--- src/rtl/fsm_seq_pkg.sv ---
// Shared state encoding and parameter defaults for the program-driven sequencer.
// Optional signature output is enabled with macro FSM_SEQ_SIG_EN.
package fsm_seq_pkg;
  localparam int DEPTH_DEF = 16;
  localparam int W_DEF     = 8;

  typedef enum logic [2:0] {
    S_IDLE,
    S_RST_SM,
    S_PLAY,
    S_DRAIN,
    S_DONE
  } state_t;
endpackage

--- src/rtl/fsm_seq_mem.sv ---
// Program memory: one synchronous write port, one asynchronous read port.
// Contents are intentionally left unreset.
module fsm_seq_mem
  import fsm_seq_pkg::*;
#(
  parameter int DEPTH = DEPTH_DEF,
  parameter int W     = W_DEF
) (
  input  logic                     clk,
  input  logic                     i_we,
  input  logic [$clog2(DEPTH)-1:0] i_waddr,
  input  logic [W-1:0]             i_wdata,
  input  logic [$clog2(DEPTH)-1:0] i_raddr,
  output logic [W-1:0]             o_rdata
);

  logic [W-1:0] r_mem [DEPTH];

  always_ff @(posedge clk) begin
    if (i_we) r_mem[i_waddr] <= i_wdata;
  end

  assign o_rdata = r_mem[i_raddr];

endmodule

--- src/rtl/fsm_sequencer.sv ---
// Plays a stored U-word program into an external state machine and captures C.
// Define FSM_SEQ_SIG_EN to add the rotate-XOR signature output sig.
module fsm_sequencer
  import fsm_seq_pkg::*;
#(
  parameter int DEPTH = DEPTH_DEF,
  parameter int W     = W_DEF
) (
  input  logic                     clk,
  input  logic                     rst,
  input  logic                     wr_en,
  input  logic [$clog2(DEPTH)-1:0] wr_addr,
  input  logic [W-1:0]             wr_data,
  input  logic [$clog2(DEPTH):0]   len,
  input  logic                     start,
  input  logic                     abort,
  output logic                     sm_rst,
  output logic [W-1:0]             sm_U,
  input  logic [W-1:0]             sm_C,
  output logic                     busy,
  output logic                     done,
  output logic [W-1:0]             last_C
`ifdef FSM_SEQ_SIG_EN
  ,
  output logic [W-1:0]             sig
`endif
);

  localparam int AW = $clog2(DEPTH);
  localparam logic [AW:0] L_DEPTH = (AW+1)'(DEPTH);
  localparam logic [AW:0] L_ONE   = (AW+1)'(1);

  state_t        r_state, w_next;
  logic [AW-1:0] r_idx, w_idx_nx;
  logic [AW:0]   r_len, w_len_nx;
  logic [AW:0]   w_len_clamp;
  logic [AW:0]   w_idx_p1;
  logic          w_last;
  logic          w_we;
  logic [W-1:0]  w_rdata;

  logic          r_sm_rst;
  logic [W-1:0]  r_sm_U;
  logic          r_busy;
  logic          r_done;
  logic [W-1:0]  r_last_C;

  assign w_we        = wr_en && (r_state == S_IDLE);
  assign w_len_clamp = (len > L_DEPTH) ? L_DEPTH : len;
  assign w_idx_p1    = {1'b0, r_idx} + L_ONE;
  assign w_last      = (w_idx_p1 == r_len);

  // Read address is the index of the word about to be presented.
  fsm_seq_mem #(
    .DEPTH(DEPTH),
    .W    (W)
  ) u_mem (
    .clk    (clk),
    .i_we   (w_we),
    .i_waddr(wr_addr),
    .i_wdata(wr_data),
    .i_raddr(w_idx_nx),
    .o_rdata(w_rdata)
  );

  always_comb begin
    w_next   = r_state;
    w_idx_nx = r_idx;
    w_len_nx = r_len;
    unique case (r_state)
      S_IDLE: begin
        if (start && !abort) begin
          w_next   = S_RST_SM;
          w_len_nx = w_len_clamp;
          w_idx_nx = '0;
        end
      end
      S_RST_SM: begin
        w_idx_nx = '0;
        w_next   = (r_len == '0) ? S_DRAIN : S_PLAY;
      end
      S_PLAY: begin
        if (w_last) w_next = S_DRAIN;
        else        w_idx_nx = w_idx_p1[AW-1:0];
      end
      S_DRAIN: w_next = S_DONE;
      S_DONE:  w_next = S_IDLE;
      default: w_next = S_IDLE;
    endcase
    if (abort) w_next = S_IDLE;
  end

  always_ff @(posedge clk or posedge rst) begin
    if (rst) begin
      r_state  <= S_IDLE;
      r_idx    <= '0;
      r_len    <= '0;
      r_sm_rst <= 1'b0;
      r_sm_U   <= '0;
      r_busy   <= 1'b0;
      r_done   <= 1'b0;
      r_last_C <= '0;
    end else begin
      r_state  <= w_next;
      r_idx    <= w_idx_nx;
      r_len    <= w_len_nx;
      r_sm_rst <= (w_next == S_RST_SM);
      r_sm_U   <= (w_next == S_PLAY) ? w_rdata : '0;
      r_busy   <= (w_next != S_IDLE);
      r_done   <= (w_next == S_DONE);
      if (r_state == S_DRAIN && w_next == S_DONE)
        r_last_C <= sm_C;
    end
  end

  assign sm_rst = r_sm_rst;
  assign sm_U   = r_sm_U;
  assign busy   = r_busy;
  assign done   = r_done;
  assign last_C = r_last_C;

`ifdef FSM_SEQ_SIG_EN
  logic [W-1:0] r_sig;
  logic         w_samp;

  // Sample C once per played word after the first, plus once in DRAIN.
  assign w_samp = (w_next != S_IDLE) &&
                  ((r_state == S_PLAY && r_idx != '0) ||
                   (r_state == S_DRAIN));

  always_ff @(posedge clk or posedge rst) begin
    if (rst) begin
      r_sig <= '0;
    end else if (r_state == S_IDLE && w_next == S_RST_SM) begin
      r_sig <= '0;
    end else if (w_samp) begin
      r_sig <= {r_sig[W-2:0], r_sig[W-1]} ^ sm_C;
    end
  end

  assign sig = r_sig;
`endif

endmodule
--- config.mk ---
export PLATFORM = sky130hd
export DESIGN_NAME = fsm_sequencer
export DESIGN_NICKNAME = d
export VERILOG_FILES = /design/src/rtl/fsm_seq_pkg.sv /design/src/rtl/fsm_seq_mem.sv /design/src/rtl/fsm_sequencer.sv
export SDC_FILE = /design/constraint.sdc
export NUM_CORES = 1
export LEC_CHECK = 0
export ABC_CLOCK_PERIOD_IN_PS = 8700
export CAP_MARGIN = 20
export CORE_ASPECT_RATIO = 0.5
export CORE_MARGIN = 2
export CORE_UTILIZATION = 62
export CTS_CLUSTER_DIAMETER = 60
export DETAILED_ROUTE_END_ITERATION = 10
export GPL_TIMING_DRIVEN = 0
export PLACE_DENSITY = 0.84
export SKIP_CTS_REPAIR_TIMING = 1
export SLEW_MARGIN = 5
export SYNTH_ARGS = -nofsm -noshare
export SYNTH_HDL_FRONTEND = slang
export SYNTH_SLANG_ARGS = --single-unit
--- constraint.sdc ---
create_clock -name clk -period 8.7 [get_ports clk]
set_input_delay 1.305 -clock clk [delete_from_list [all_inputs] [get_ports clk]]
set_output_delay 1.305 -clock clk [all_outputs]
set_load 0.01 [all_outputs]
==> impl_metrics.ini, run 1 <==
[outcome]
status = finished clean

[placed_design]
dp.cells = 695
portBuffers = 48
gp_congestion = 0.876
hpwl_mm = 10.1

[power]
powerDensity_mw_per_mm2 = 245
seqPwrFrac_pct = 45.3
p_sw_share_pct = 26.8
pwr-share-comb_pct = 13.7
power_switching_w = 0.000513
intPower_w = 0.00140
p_clk_share_pct = 41.0
vdd_drop_max_mv = 0.178
totalPowerFinal_w = 0.00191
p_leak_nw = 2.82

[clocking]
clk_pin_slew_ps = 70
cts_tree = done
cts_sinks = 159
root_buffer = clkbuf_16
cts.htree.levels = 4
max-clock-path-buffers = 2
worstSkewPairLatency_ps = 430
cts_buffers = 17

[setup_path]
setup.worst_path.end_class = flop
path_class = in2reg
required_ps = 9010
cp-start-kind = primary input
critical_path_arrival_ps = 4110
cp_max_fo = 10

[sta]
finClkSkew_ps = 9.94
slew_viol_final = 0
slew_headroom_pct = 29.8
finalSetupViolCount = 0
final.setup.tns_ps = 0
tightest_slew_ps = 1050
timing.final.crit_period_ps = 3800
rsz0062_at_grt = false
fin_crit_sh_pct = 43.7
max_freq_ghz = 0.263
hold_viol_final = 0

[detailed_routing]
drt_iter0_drc = 693
drt_wl_total_mm = 16.0
via_count = 4561
via_per_inst = 6.27
drtAntennaViolNets = 0
drtPass1Iterations = 6
drc = 0
wl_per_cell_um = 22.0

[synthesis]
syn_area_per_cell_sq_um = 12.9
synthCells = 502
synth-seq-cells = 159
synth_nets = 533
synthMuxAreaShare_pct = 3.19
netlist_area_sq_mm = 0.00647
synth-main-ff-cell = edfxtp_1
synth-seq-area-share_pct = 71.4
synth.distinct_cells = 48
yosys_warnings = 0
synth_compound_area_share_pct = 5.10
synthAdderAreaFrac_pct = 0.193
synth_edf_count = 128
synth_xor_area_share_pct = 1.06
async_flop_share_pct = 19.5
synth_top_family_by_area = simple AND/OR/NAND/NOR gates
yosys.area_share.simple_pct = 17.1

[floorplanning]
placementRows = 26
coreArea_sq_mm = 0.0102
start_util_pct = 63.6
die_area_sq_mm = 0.0113
fp.dieW_um = 148
num_io_pins = 49
die_y_um = 76.3

[final_layout]
nFillCells = 586
antenna_cells = 0
drive_above_1_share_pct = 12.6
finalNetCount = 605
final_common_cell = nand2_1
mostFrequentLayoutCells = 132 x nand2_1, 128 x edfxtp_1, 48 x clkdlybuf4s50_1
stdcell_count = 727
syn_to_final_growth_pct = 20.6

[global_routing]
grt_remaining_overflow = 0
grt_pass1_vias = 4404
grt_pass1_wl_mm = 23.7
grt_max_degree = 24
grt.total_usage_pct = 29.2
antenna_found_initial = 0

[min_path]
hold_class = reg2reg

[flow_run]
cap_viol_max_count = 0
==> power groups by stage <==
stage                     clock, W  combinational (W)  sequential, W
after floorplan                  0           0.000145       0.000885
after global placement           0           0.000243       0.000880
after detailed placement         0           0.000251       0.000882
after CTS                 0.000785           0.000256       0.000867
after global routing      0.000817           0.000276       0.000869
final                     0.000784           0.000261       0.000867
==> synth_stat cells, drive strengths merged (2+ instances only) <==
cell	count	share of area (%)
nand3	44	3.4
xor2	2	0.27
nor2	21	1.2
and3	4	0.39
a21oi	3	0.23
xnor2	5	0.79
o22ai	2	0.19
nand2b	9	0.87
nor3	11	1.0
inv	3	0.17
nand2	132	7.7
a31oi	17	1.6
dfrtp	31	12
nor2b	3	0.29
mux2i	3	0.46
o21ai	7	0.60
or2	2	0.19
o31a	3	0.41
buf	13	1.2
clkbuf	12	0.70
mux2	15	2.7
nand4	15	1.4
edfxtp	128	59
==> cell families (layout without fill, tap and decap cells) <==
family,Yosys count,in the layout
xor+xnor,7,7
fa+ha+maj,1,1
compound gates,43,43
buf+inv,28,113
mux,18,18
simple gates,246,246
flops,159,159
==> state kept, by name (all words and copies together) (netlist names) <==
| signal | flops |
|---|---|
| sm_U | 8 |
| r_idx | 4 |
| last_C | 8 |
| r_state | 3 |
| r_len | 5 |
| u_mem.r_mem | 128 |
| busy | 1 |
| done | 1 |
| sm_rst | 1 |
==> stage by stage <==
| stage | hold WS [ps] | worst slack, ps | area [sq um] | utilization, % |
|---|---|---|---|---|
| finish | 503 | 4900 | 7810 | 76.7 |
| CTS | 509 | 5020 | 7810 | 76.7 |
| global placement | 488 | 4690 | 7130 | 70.0 |
| floorplan | 483 | 5560 | 6470 | - |
| global route | 518 | 4910 | 7810 | 76.7 |
| detailed placement | 495 | 4680 | 7180 | 70.5 |
==> worst max-delay path, stage by stage <==
cell and delay (ps):
clkdlybuf4s50_1 470, nor2b_1 230, o31ai_1 120, nor3_1 230
a21oi_1 100, o22ai_1 620, clkbuf_1 530, nand3_1 230
nand4_1 180, nand2_1 100
==> routing by layer <==
metal / share of wire (%) / GRT usage (%) / vias to the layer above
met5: 0 / 0 / -
met4: 2.5 / 11.9 / 0
met3: 14 / 8.92 / 43
met2: 48 / 46.3 / 396
met1: 36 / 38.2 / 2143
li1: - / - / 1979
==> cell type report <==
cell class / count / area, sq um / area share [%]
flip-flops and latches: 159 / 4620 / 59.2
plain buffers: 25 / 120 / 1.54
multi-input cells: 315 / 1720 / 22.1
inverters: 3 / 11.3 / 0.144
clock buffers: 18 / 439 / 5.62
well taps: 140 / 175 / 2.24
repair buffers: 53 / 528 / 6.76
clock inverters: 14 / 193 / 2.47
==> final timing paths <==
kind | startpoint | endpoint | slack, ps | cells past startpoint
hold / removal | last_C[0]$_DFFE_PP0P_ | last_C[0]$_DFFE_PP0P_ | 500 | 1
setup reg to reg | r_idx[0]$_DFF_PP0_ | sm_U[4]$_DFF_PP0_ | 5170 | 12
max in group asynchronous | rst | r_len[1]$_DFFE_PP0P_ | 7020 | 3
hold reg to reg | last_C[0]$_DFFE_PP0P_ | last_C[0]$_DFFE_PP0P_ | 500 | 1
setup / recovery | start | sm_U[4]$_DFF_PP0_ | 4900 | 10
min in group asynchronous | rst | sm_U[3]$_DFF_PP0_ | 1210 | 2
Note: power is estimated with default switching activity, not from simulation.
==> run 2, diff against run 1 <==
--- a/config.mk
+++ b/config.mk
@@ -5,15 +5,15 @@
 export SDC_FILE = /design/constraint.sdc
 export NUM_CORES = 1
 export LEC_CHECK = 0
-export ABC_CLOCK_PERIOD_IN_PS = 8700
+export ABC_CLOCK_PERIOD_IN_PS = 3600
 export CAP_MARGIN = 20
 export CORE_ASPECT_RATIO = 0.5
 export CORE_MARGIN = 2
-export CORE_UTILIZATION = 62
+export CORE_UTILIZATION = 58
 export CTS_CLUSTER_DIAMETER = 60
 export DETAILED_ROUTE_END_ITERATION = 10
 export GPL_TIMING_DRIVEN = 0
-export PLACE_DENSITY = 0.84
+export PLACE_DENSITY = 0.79
 export SKIP_CTS_REPAIR_TIMING = 1
 export SLEW_MARGIN = 5
 export SYNTH_ARGS = -nofsm -noshare
==> constraint.sdc (replaced) <==
create_clock -name clk -period 3.6 [get_ports clk]
set_input_delay 0.54 -clock clk [delete_from_list [all_inputs] [get_ports clk]]
set_output_delay 0.54 -clock clk [all_outputs]
set_load 0.01 [all_outputs]
==> run 2 against run 1 <==
Net effect:
- global-route usage is 2.4 points lower
- cell count is 0.69% higher
- design area up 0.11%
- critical path depth increased by 2
- clock skew is essentially flat
- non-clock buffer count stayed put
- flip-flop and latch count stayed put
- die area rose by 6.6%
- critical endpoint is now sm_U[5]$_DFF_PP0_
- largest power group unchanged
==> impl_metrics.ini, run 2 (synthesis gave the netlist of run 1 again) <==
[outcome]
status = finished clean

[sta]
rsz0062_at_grt = false
timing.final.crit_period_ps = 3460
final.setup.tns_ps = 0
fin_crit_sh_pct = 96.1
slew_viol_final = 0
tightest_slew_ps = 1010
hold_viol_final = 0
finalSetupViolCount = 0
slew_headroom_pct = 32.1
max_freq_ghz = 0.289
finClkSkew_ps = 9.57

[floorplanning]
coreArea_sq_mm = 0.0109
placementRows = 27
die_area_sq_mm = 0.0121
start_util_pct = 59.1
num_io_pins = 49
fp.dieW_um = 153
die_y_um = 78.7

[final_layout]
multiInputGateArea_sq_mm = 0.00172
largest_register_ffs = 128
fin_util_pct = 71.4
final_common_cell = nand2_1
stdcell_count = 732
largest_register = u_mem.r_mem
finalNetCount = 605
mostFrequentLayoutCells = 132 x nand2_1, 128 x edfxtp_1, 48 x clkdlybuf4s50_1
antenna_cells = 0
nFillCells = 701
seq_area_sq_mm = 0.00462
drive_above_1_share_pct = 12.8
syn_to_final_growth_pct = 20.8

[setup_path]
path_class = reg2reg
cp_max_fo = 10
cp-start-kind = flop
crit_family = simple AND/OR/NAND/NOR gates
cpPeakStageDelay_ps = 510
cp_common_cell = nor2_1
critical_path_arrival_ps = 3770
crit_path_cell_trace = ha_1 -> nor2b_1 -> nor3_1 -> o311a_1 -> nor2_1 -> mux2_4 -> buf_6 -> nor2_1 -> buf_2 -> nand3_1 -> nand4_1 -> nand2_1
setup.worst_path.end_class = flop
required_ps = 3900
worst_path_max_delay_cell = nor2_1
crit_buf_inv = 2

[clocking]
max-clock-path-buffers = 2
clk_pin_slew_ps = 60
cts.htree.levels = 4
cts_sinks = 159
cts_tree = done
cts_buffers = 17
worstSkewPairLatency_ps = 430
root_buffer = clkbuf_16

[flow_run]
cap_viol_max_count = 0

[power]
totalPowerFinal_w = 0.00463
vdd_drop_max_mv = 0.404
powerDensity_mw_per_mm2 = 592
p_leak_nw = 2.82

[detailed_routing]
drc = 0
dr_wl_met2_mm = 7.31
wl_met1_mm = 6.02
drtAntennaViolNets = 0
drt_wl_total_mm = 15.5
drt_iter0_drc = 783
via_per_inst = 6.14
wl_per_cell_um = 21.2
drtPass1Iterations = 8
maxUsedRoutingLayer = met4
via_count = 4496
dr_wl_met3_mm = 1.79

[global_routing]
grt_remaining_overflow = 0
grt.total_usage_pct = 26.8
grt_pass1_wl_mm = 23.8
grt_max_degree = 18
antenna_found_initial = 0
grt_pass1_vias = 4309

[placed_design]
gp_congestion = 0.821
hpwl_mm = 10.1
dp.cells = 700
portBuffers = 48

[min_path]
hold_class = reg2reg
[run 2: cell count changes in the layout (fill, tap and decap cells not counted), sizes merged]
cell / change
bufinv: +1
inv: -1
clkinv: +1
clkbuf: -1
[run 2: power breakdown]
| part | switching [W] | internal [W] | leakage (nW) |
|---|---|---|---|
| logic | 0.000387 | 0.000242 | 0.941 |
| clock network | 0.000783 | 0.00112 | 0.311 |
| registers | 0.0000377 | 0.00206 | 1.57 |
| total | 0.00121 | 0.00342 | 2.82 |
[run 2: metal layers]
layer	vias to the layer above	track usage (%)
li1	1969	-
met1	2171	35.9
met2	324	43.6
met3	32	6.33
met4	0	10.0
met5	-	0
[run 2: cell type report]
class / count / area share [%]
buffer: 25 / 1.55
clock buffer: 17 / 5.44
clock inverter: 15 / 2.59
inverter: 3 / 0.144
multi-input combinational: 315 / 22.0
sequential: 159 / 59.1
tap: 145 / 2.32
timing repair buffer: 53 / 6.82
[run 2: worst reg2reg max path, stage by stage (launching register included)]
cell     delay, ps
dfrtp_1        460
ha_1           310
nor2b_1        170
nor3_1         340
o311a_1        260
nor2_1          70
mux2_4         290
buf_6          150
nor2_1         510
buf_2          380
nand3_1        160
nand4_1        160
nand2_1         80
[run 2: path summary, 6_finish.rpt]
path                       slack [ps]                    end                   from  cells past startpoint
max in group asynchronous        2570     r_idx[1]$_DFF_PP0_                    rst                      3
hold reg to reg                   510  last_C[3]$_DFFE_PP0P_  last_C[3]$_DFFE_PP0P_                      1
setup / recovery                  140      sm_U[5]$_DFF_PP0_     r_idx[0]$_DFF_PP0_                     12
min in group asynchronous         520  last_C[1]$_DFFE_PP0P_                    rst                      2
setup reg to reg                  140      sm_U[5]$_DFF_PP0_     r_idx[0]$_DFF_PP0_                     12
hold / removal                    510  last_C[3]$_DFFE_PP0P_  last_C[3]$_DFFE_PP0P_                      1
[run 2: stage by stage]
step / worst slack, ps / hold slack, ps / area [sq um]
finish: 139 / 505 / 7820
floorplan: 827 / 483 / 6470
global placement: 241 / 488 / 7130
global route: 11.4 / 518 / 7820
detailed placement: 157 / 495 / 7190
CTS: 127 / 510 / 7820
==> run 3, diff against run 2 <==
--- a/config.mk
+++ b/config.mk
@@ -5,7 +5,7 @@
 export SDC_FILE = /design/constraint.sdc
 export NUM_CORES = 1
 export LEC_CHECK = 0
-export ABC_CLOCK_PERIOD_IN_PS = 3600
+export ABC_CLOCK_PERIOD_IN_PS = 3640
 export CAP_MARGIN = 20
 export CORE_ASPECT_RATIO = 0.5
 export CORE_MARGIN = 2
@@ -19,3 +19,4 @@
 export SYNTH_ARGS = -nofsm -noshare
 export SYNTH_HDL_FRONTEND = slang
 export SYNTH_SLANG_ARGS = --single-unit
+export TNS_END_PERCENT = 50
==> constraint.sdc (replaced) <==
create_clock -name clk -period 3.64 [get_ports clk]
set_input_delay 0.546 -clock clk [delete_from_list [all_inputs] [get_ports clk]]
set_output_delay 0.546 -clock clk [all_outputs]
set_load 0.01 [all_outputs]
==> results of run 3 <==
Same layout as run 2 (identical final DEF). Status: finished clean.
Main changes from that run: setup slack after placement 157 ps -> 197 ps; setup slack after layout 139 ps -> 179 ps; register-to-register setup slack 140 ps -> 180 ps; total power 0.00463 W -> 0.00458 W; worst IR drop on VDD 0.404 mV -> 0.400 mV
